**config.mk**
```make
export PLATFORM = sky130hd
export DESIGN_NAME = seq_mag_comparator
export DESIGN_NICKNAME = d
export VERILOG_FILES = /design/src/rtl/seq_mag_cmp_pkg.sv /design/src/rtl/seq_mag_comparator_digit_compare.sv /design/src/rtl/seq_mag_comparator.sv
export SDC_FILE = /design/constraint.sdc
export NUM_CORES = 1
export LEC_CHECK = 0
export CAP_MARGIN = 30
export CORE_MARGIN = 2
export CORE_UTILIZATION = 49
export DETAILED_ROUTE_END_ITERATION = 12
export HOLD_SLACK_MARGIN = 0.06
export PLACE_DENSITY = 0.87
export SYNTH_ARGS = -nofsm -noshare
export SYNTH_HDL_FRONTEND = slang
export SYNTH_SLANG_ARGS = --single-unit
export TNS_END_PERCENT = 50
```
**constraint.sdc**
```tcl
create_clock -name clk -period 3.4 [get_ports clk]
set_input_delay 1.02 -clock clk [delete_from_list [all_inputs] [get_ports clk]]
set_output_delay 1.02 -clock clk [all_outputs]
set_load 0.05 [all_outputs]
```
**src/rtl/seq_mag_cmp_pkg.sv**
```systemverilog
// Shared types and helpers for the multi-cycle magnitude comparator.
// State and result encodings plus the digit-pointer width calculation.
package seq_mag_cmp_pkg;

  typedef enum logic [1:0] {
    IDLE,
    COMPARE,
    DONE
  } state_t;

  typedef enum logic [1:0] {
    EQ,
    GT,
    LT
  } cmp_result_t;

  // Bits needed to hold a digit index 0..n-1, never less than one bit.
  function automatic int ptr_width(input int n);
    int w;
    w = 1;
    while ((1 << w) < n) w++;
    return w;
  endfunction

endpackage

```
**src/rtl/seq_mag_comparator_digit_compare.sv**
```systemverilog
// Combinational DIGIT-bit magnitude cell; the multi-bit form of the
// single-bit comparator cell used by the original fixed-width comparator.
module digit_compare #(
  parameter int DIGIT = 4
) (
  input  logic [DIGIT-1:0] x,
  input  logic [DIGIT-1:0] y,
  output logic             d_eq,
  output logic             d_gt,
  output logic             d_lt
);

  assign d_eq = (x == y);
  assign d_gt = (x > y);
  assign d_lt = (x < y);

endmodule

```
**src/rtl/seq_mag_comparator.sv**
```systemverilog
// Multi-cycle MSB-first magnitude comparator with early exit and a
// start/done handshake; signed mode is handled by flipping operand MSBs.
module seq_mag_comparator #(
  parameter int WIDTH = 16,
  parameter int DIGIT = 4
) (
  input  logic             clk,
  input  logic             rst,
  input  logic             start,
  input  logic             signed_mode,
  input  logic [WIDTH-1:0] a,
  input  logic [WIDTH-1:0] b,
  output logic             busy,
  output logic             done,
  output logic             eq,
  output logic             gt,
  output logic             lt
);

  import seq_mag_cmp_pkg::*;

  localparam int NDIG = WIDTH / DIGIT;
  localparam int PW   = ptr_width(NDIG);

  generate
    if ((DIGIT < 1) || (DIGIT > WIDTH) || ((WIDTH % DIGIT) != 0)) begin : g_bad_cfg
      $fatal(1, "seq_mag_comparator: WIDTH must be a positive multiple of DIGIT");
    end
  endgenerate

  state_t            state_q, state_d;
  logic [WIDTH-1:0]  a_q, a_d, b_q, b_d;
  logic [PW-1:0]     ptr_q, ptr_d;
  logic              eq_q, eq_d, gt_q, gt_d, lt_q, lt_d;

  logic [WIDTH-1:0]  sign_mask;
  logic [WIDTH-1:0]  a_shift, b_shift;
  logic [DIGIT-1:0]  a_dig, b_dig;
  logic              d_eq, d_gt, d_lt;
  cmp_result_t       dig_res;

  // Flipping the sign bit maps two's-complement order onto unsigned order.
  assign sign_mask = signed_mode ? (WIDTH'(1) << (WIDTH - 1)) : '0;

  assign a_shift = a_q >> (DIGIT * int'(ptr_q));
  assign b_shift = b_q >> (DIGIT * int'(ptr_q));
  assign a_dig   = a_shift[DIGIT-1:0];
  assign b_dig   = b_shift[DIGIT-1:0];

  digit_compare #(.DIGIT(DIGIT)) u_digit (
    .x    (a_dig),
    .y    (b_dig),
    .d_eq (d_eq),
    .d_gt (d_gt),
    .d_lt (d_lt)
  );

  always_comb begin
    dig_res = LT;
    unique case ({d_eq, d_gt, d_lt})
      3'b100:  dig_res = EQ;
      3'b010:  dig_res = GT;
      default: dig_res = LT;
    endcase
  end

  always_comb begin
    state_d = state_q;
    a_d     = a_q;
    b_d     = b_q;
    ptr_d   = ptr_q;
    eq_d    = eq_q;
    gt_d    = gt_q;
    lt_d    = lt_q;
    unique case (state_q)
      IDLE, DONE: begin
        state_d = IDLE;
        if (start) begin
          a_d     = a ^ sign_mask;
          b_d     = b ^ sign_mask;
          ptr_d   = PW'(NDIG - 1);
          state_d = COMPARE;
        end
      end
      COMPARE: begin
        if (dig_res != EQ) begin
          eq_d    = 1'b0;
          gt_d    = (dig_res == GT);
          lt_d    = (dig_res == LT);
          state_d = DONE;
        end else if (ptr_q == '0) begin
          eq_d    = 1'b1;
          gt_d    = 1'b0;
          lt_d    = 1'b0;
          state_d = DONE;
        end else begin
          ptr_d = ptr_q - 1'b1;
        end
      end
      default: state_d = IDLE;
    endcase
  end

  always_ff @(posedge clk) begin
    if (rst) begin
      state_q <= IDLE;
      a_q     <= '0;
      b_q     <= '0;
      ptr_q   <= '0;
      eq_q    <= 1'b0;
      gt_q    <= 1'b0;
      lt_q    <= 1'b0;
    end else begin
      state_q <= state_d;
      a_q     <= a_d;
      b_q     <= b_d;
      ptr_q   <= ptr_d;
      eq_q    <= eq_d;
      gt_q    <= gt_d;
      lt_q    <= lt_d;
    end
  end

  assign busy = (state_q == COMPARE);
  assign done = (state_q == DONE);
  assign eq   = eq_q;
  assign gt   = gt_q;
  assign lt   = lt_q;

endmodule

```
==> impl_metrics.py, run 1 <==
metrics = {
    "cells_and_area": {
        "area_delta_synth_final_pct": 28.2,
        "drive_gt1_frac": 0.0979,
        "nets": 275,
        "final-seq-area_um2": 781,
        "multi_input_comb_area_um2": 867,
        "final_cells": 281,
        "fillCellCount": 284,
        "diodes": 0,
    },
    "pwr": {
        "combPwrFrac": 0.243,
        "share_seq_of_total_power": 0.527,
        "peakVddDrop_mv": 0.222,
        "switching_power_uw": 288,
        "leakage_nw": 0.828,
        "sw_frac_of_total": 0.295,
        "intPower_uw": 687,
        "totalPowerFinal_uw": 975,
        "power_frac_clock": 0.230,
        "power_density_nw_per_um2": 441,
    },
    "sta": {
        "min_period_over_period": 0.865,
        "timing.hold.ws_ns": 0.457,
        "skew_ns": 0.00474,
        "timing.fmax_mhz": 340,
        "setup_tns_ns": 0,
        "fin_ws_ns": 0.461,
        "setup_viol": 0,
        "maxSlewViolCount": 0,
        "relSlewSlack": 0.571,
        "rsz0062_at_grt": "no",
        "hold_violations": 0,
        "worst_pin_slew_ns": 0.641,
        "min_period_ns": 2.94,
    },
    "clock_tree": {
        "clk_latency_ns": 0.35,
        "cts_tree": "done",
        "hold_buffers": 0,
        "h-tree-depth": 2,
        "post_cts_buffers": 0,
        "cts_resized": 0,
        "ctsLongestPathBuffers": 2,
        "numCtsBuffers": 5,
        "cts-root-buf": "clkbuf_4",
        "cts.sink_count": 39,
        "path_clk_slew_ns": 0.11,
    },
    "critical_path": {
        "reg2reg_slack_ns": 0.61,
        "arrival_ns": 1.92,
        "required_ns": 2.38,
        "r2r_end": "ptr_q[1]$_SDFFE_PP0P_",
        "path_max_fanout": 6,
        "endpoint_kind": "output pin",
        "rr_worst_depth": 5,
        "startpoint_type": "flip-flop",
        "r2r-start": "ptr_q[0]$_SDFFE_PP0P_",
        "path_class": "reg2out",
    },
    "routing": {
        "drc": 0,
        "route.vias.total": 1442,
        "dr.first_iter.drc_count": 48,
        "firstDrtPassIters": 4,
        "wl_per_cell_um": 12.2,
        "ant_nets": 0,
        "vias_per_cell": 5.13,
        "wl_um": 3420,
    },
    "placed_design": {
        "post-place-cells": 273,
        "dp_hpwl_um": 2510,
        "dp_slack_ns": 0.634,
        "port_buffers": 40,
        "gp_congestion": 0.945,
    },
    "synth": {
        "synth_top_family_by_area": "simple AND/OR/NAND/NOR gates",
        "yosysMostFrequentCell": "nand2_1",
        "synthFlopType": "dfxtp_1",
        "async_flop_share": 0,
        "syn_area_um2": 1720,
        "synth_top_area_cell": "dfxtp_1",
        "synth_compound_area_frac": 0.158,
        "syn_avg_cell_area_um2": 8.70,
        "ys_seq_elements": 39,
        "yosys.area_share.simple": 0.184,
        "synth_nets": 239,
        "synth_top_area_frac": 0.453,
        "synth-edff-count": 0,
        "synth_xor_xnor_area_share": 0.0102,
        "postSynthCellCount": 198,
        "synthTopCellsByCount": "63 x nand2_1, 39 x dfxtp_1, 36 x a21oi_1, 9 x clkbuf_1, 8 x mux4_2",
        "synth-adder-area-share": 0.0363,
        "synth_cell_types": 26,
        "yosysWarnings": 0,
        "synth.area.mux_share": 0.113,
        "ys_seq_area_frac": 0.453,
        "synth.area.top_cells": "dfxtp_1 45%, nand2_1 14%, a21oi_1 10%",
    },
    "global_routing": {
        "grt_antenna_before_repair": 0,
        "grt_max_degree": 33,
        "grt_overflow": 0,
        "grt_use_total": 0.197,
        "first_global_vias": 1499,
        "grt_pass1_wl_um": 6220,
    },
    "floorplan": {
        "die_h_um": 63.3,
        "io_pins": 41,
        "start_util": 0.512,
        "coreArea_um2": 3360,
        "die_w_um": 63.3,
        "die_area_um2": 4010,
        "rows": 21,
    },
    "min_path": {
        "hold_class": "reg2reg",
        "hold_depth": 2,
        "hold_end": "a_q[9]$_SDFFE_PP0P_",
        "hold_start": "a_q[9]$_SDFFE_PP0P_",
    },
    "status": {
        "status": "finished clean",
    },
    "job": {
        "cap_violations": 0,
    },
}
## how the worst max path moves through the flow
stage                                        from                    end  depth (start not counted)
after global placement      ptr_q[0]$_SDFFE_PP0P_  ptr_q[1]$_SDFFE_PP0P_                          6
final                     state_q[0]$_SDFFE_PP0P_                   busy                          3
after detailed placement    ptr_q[0]$_SDFFE_PP0P_  ptr_q[1]$_SDFFE_PP0P_                          6
after floorplan             ptr_q[0]$_SDFFE_PP0P_  ptr_q[1]$_SDFFE_PP0P_                          7
after global routing      state_q[0]$_SDFFE_PP0P_                   busy                          3
after CTS                 state_q[0]$_SDFFE_PP0P_                   busy                          3
## power groups by stage
stage                     logic, mW  registers, mW  clock network (mW)
final                         0.236          0.514               0.225
after global placement        0.230          0.524                   0
after floorplan               0.152          0.524                   0
after global routing          0.263          0.519               0.244
after detailed placement      0.236          0.525                   0
after CTS                     0.237          0.515               0.229
## registers in the layout, summed over array words and instances, names as in the netlist
register and count:
ptr_q 2, b_q 16, lt 1, a_q 16
state_q 2, eq 1, gt 1
## routing by layer
| metal | GRT usage | up-vias | routed length (um) |
|---|---|---|---|
| li1 | - | 743 | - |
| met3 | 0.0357 | 10 | 120 |
| met4 | 0.103 | 0 | 88 |
| met5 | 0 | - | 0 |
| met1 | 0.209 | 654 | 1460 |
| met2 | 0.368 | 35 | 1750 |
## per-stage QoR
step,instance area (um2),util
after global placement,2160,0.642
after CTS,2210,0.657
after detailed placement,2160,0.642
after global routing,2210,0.657
final,2210,0.657
after floorplan,1720,-
## cells by family after synthesis
| logic type | after synthesis |
|---|---|
| fa+ha+maj | 5 |
| compound gates | 46 |
| mux | 9 |
| flops | 39 |
| xor+xnor | 2 |
| simple gates | 77 |
| buf+inv | 20 |
## placed cells by master, fill, tap and decap left out, types with 2 or more instances in the layout
cell,n
a211oi_1,4
a21oi_1,36
clkbuf_1,2
clkbuf_4,5
clkdlybuf4s50_1,40
dfxtp_1,39
ha_1,5
inv_1,7
mux4_2,8
nand2_1,63
nand2b_1,2
nor2_1,5
nor2b_2,2
xnor2_1,2
## critical path: stages, from the launching register on
cell and delay, ns:
dfxtp_1 0.40, nand2b_1 0.17, inv_1 0.17, clkdlybuf4s50_1 0.83
## final cells by class
cell class	count	share of cell area
multi-input combinational	139	0.392
timing repair buffer	42	0.194
clock inverter	1	0.00227
inverter	7	0.0119
clock buffer	7	0.0204
sequential	39	0.353
tap	46	0.0260
No activity file was read; power rests on OpenSTA's default activity.
==> run 2, diff against run 1 <==
--- a/config.mk
+++ b/config.mk
@@ -11,6 +11,7 @@
 export DETAILED_ROUTE_END_ITERATION = 12
 export HOLD_SLACK_MARGIN = 0.06
 export PLACE_DENSITY = 0.87
+export REMOVE_ABC_BUFFERS = 1
 export SYNTH_ARGS = -nofsm -noshare
 export SYNTH_HDL_FRONTEND = slang
 export SYNTH_SLANG_ARGS = --single-unit
==> run 2 against run 1 <==
Effect of this change:
- sequential power is essentially flat
- routed wire length is 3.3% higher
- power grew 16%
- first-iteration DRC count grew 31%
- setup slack lost 0.00093 ns
- combinational power hardly changed
- critical endpoint unchanged
- highest routed layer unchanged
==> impl_metrics.py, run 2 (synthesized netlist as in run 1, its figures left out) <==
metrics = {
    "floorplan": {
        "io_pins": 41,
        "start_util": 0.512,
        "die_w_um": 63.3,
        "rows": 21,
        "die_h_um": 63.3,
        "coreArea_um2": 3360,
        "die_area_um2": 4010,
    },
    "routing": {
        "route.vias.total": 1470,
        "drc": 0,
        "dr.first_iter.drc_count": 63,
        "ant_nets": 0,
        "wl_per_cell_um": 12.5,
        "wl_um": 3530,
        "vias_per_cell": 5.21,
        "firstDrtPassIters": 4,
    },
    "placed_design": {
        "dp_hpwl_um": 2550,
        "place_area_um2": 2150,
        "port_buffers": 40,
        "gp_congestion": 0.882,
        "post-place-cells": 274,
    },
    "critical_path": {
        "path_max_fanout": 6,
        "required_ns": 2.38,
        "path_cells": "nand2b_1 > inv_1 > clkdlybuf4s50_1",
        "r2r_end": "ptr_q[1]$_SDFFE_PP0P_",
        "rr_worst_depth": 5,
        "path_class": "reg2out",
        "endpoint_kind": "output pin",
        "startpoint_type": "flip-flop",
        "critPathSlowestCell": "clkdlybuf4s50_1",
        "arrival_ns": 1.92,
        "cp_top_family": "buffers and inverters",
        "reg2reg_slack_ns": 0.66,
        "critPathMaxStageDelay_ns": 0.82,
        "r2r-start": "ptr_q[0]$_SDFFE_PP0P_",
        "path_buf_inv": 2,
    },
    "global_routing": {
        "grt_pass1_wl_um": 6150,
        "grt_max_degree": 33,
        "grt_use_total": 0.197,
        "grt_antenna_before_repair": 0,
        "grt_overflow": 0,
        "first_global_vias": 1449,
    },
    "cells_and_area": {
        "top_regs": "a_q x16, b_q x16",
        "area_delta_synth_final_pct": 30.9,
        "fillCellCount": 304,
        "drive_gt1_frac": 0.106,
        "final_cell_mix": "63 x nand2_1, 40 x clkdlybuf4s50_1, 39 x dfxtp_1",
        "final_common_cell": "nand2_1",
        "final_cells": 282,
        "diodes": 0,
        "design_area_um2": 2260,
        "nets": 276,
    },
    "clock_tree": {
        "path_clk_slew_ns": 0.11,
        "cts-root-buf": "clkbuf_4",
        "hold_buffers": 0,
        "ctsLongestPathBuffers": 2,
        "h-tree-depth": 2,
        "cts.sink_count": 39,
        "post_cts_buffers": 0,
        "numCtsBuffers": 5,
        "clk_latency_ns": 0.36,
        "cts_resized": 0,
        "cts_tree": "done",
    },
    "min_path": {
        "hold_end": "b_q[6]$_SDFFE_PP0P_",
        "hold_start": "b_q[6]$_SDFFE_PP0P_",
        "hold_class": "reg2reg",
        "hold_depth": 2,
    },
    "sta": {
        "rsz0062_at_grt": "no",
        "setup_tns_ns": 0,
        "skew_ns": 0.00613,
        "setup_viol": 0,
        "min_period_over_period": 0.865,
        "min_period_ns": 2.94,
        "timing.fmax_mhz": 340,
        "worst_pin_slew_ns": 0.558,
        "relSlewSlack": 0.628,
        "hold_violations": 0,
        "maxSlewViolCount": 0,
        "timing.hold.ws_ns": 0.460,
    },
    "pwr": {
        "power_density_nw_per_um2": 501,
        "leakage_nw": 0.851,
        "peakVddDrop_mv": 0.296,
    },
    "status": {
        "status": "finished clean",
    },
    "job": {
        "cap_violations": 0,
    },
}
[run 2: cell type report]
cell class                 count  area (um2)  area share
clock buffer                   6        41.3      0.0183
inverter                       7        26.3      0.0116
timing repair buffer          43         423       0.187
sequential                    39         781       0.346
clock inverter                 2        60.1      0.0266
tap                           46        57.6      0.0255
multi-input combinational    139         867       0.384
[run 2: worst reg2reg max path: cells and delay by family, from the launching register on]
family | cells | cell delay, ns
muxes | 2 | 0.90
adders and majority gates | 1 | 0.35
AOI/OAI and AO/OA | 1 | 0.51
and+or+nand+nor | 1 | 0.20
DFF | 1 | 0.69
[run 2: worst max path at each step]
stage                                  endpoint  depth (start not counted)                    start
after global routing                       busy                          3  state_q[0]$_SDFFE_PP0P_
final                                      busy                          3  state_q[0]$_SDFFE_PP0P_
after floorplan           ptr_q[0]$_SDFFE_PP0P_                          3                    start
after global placement    ptr_q[1]$_SDFFE_PP0P_                          6    ptr_q[0]$_SDFFE_PP0P_
after detailed placement  ptr_q[1]$_SDFFE_PP0P_                          6    ptr_q[0]$_SDFFE_PP0P_
after CTS                                  busy                          3  state_q[0]$_SDFFE_PP0P_
[run 2: metal layers]
metal,vias to the layer above,wire length [um],track usage
li1,746,-,-
met1,674,1510,0.218
met2,43,1740,0.343
met3,7,210,0.0750
met4,0,66,0.0707
met5,-,0,0
[run 2: report_power, final]
| group | internal (mW) | leakage (nW) | switching [mW] |
|---|---|---|---|
| registers | 0.489 | 0.321 | 0.0263 |
| clock network | 0.229 | 0.0525 | 0.150 |
| logic | 0.117 | 0.478 | 0.119 |
[run 2: stage by stage]
| step | total power [mW] | setup WS [ns] | util |
|---|---|---|---|
| floorplan | 0.665 | 0.732 | - |
| global placement | 0.751 | 0.732 | 0.641 |
| detailed placement | 0.760 | 0.671 | 0.641 |
| CTS | 1.14 | 0.447 | 0.671 |
| global route | 1.19 | 0.348 | 0.671 |
| finish | 1.13 | 0.460 | 0.671 |
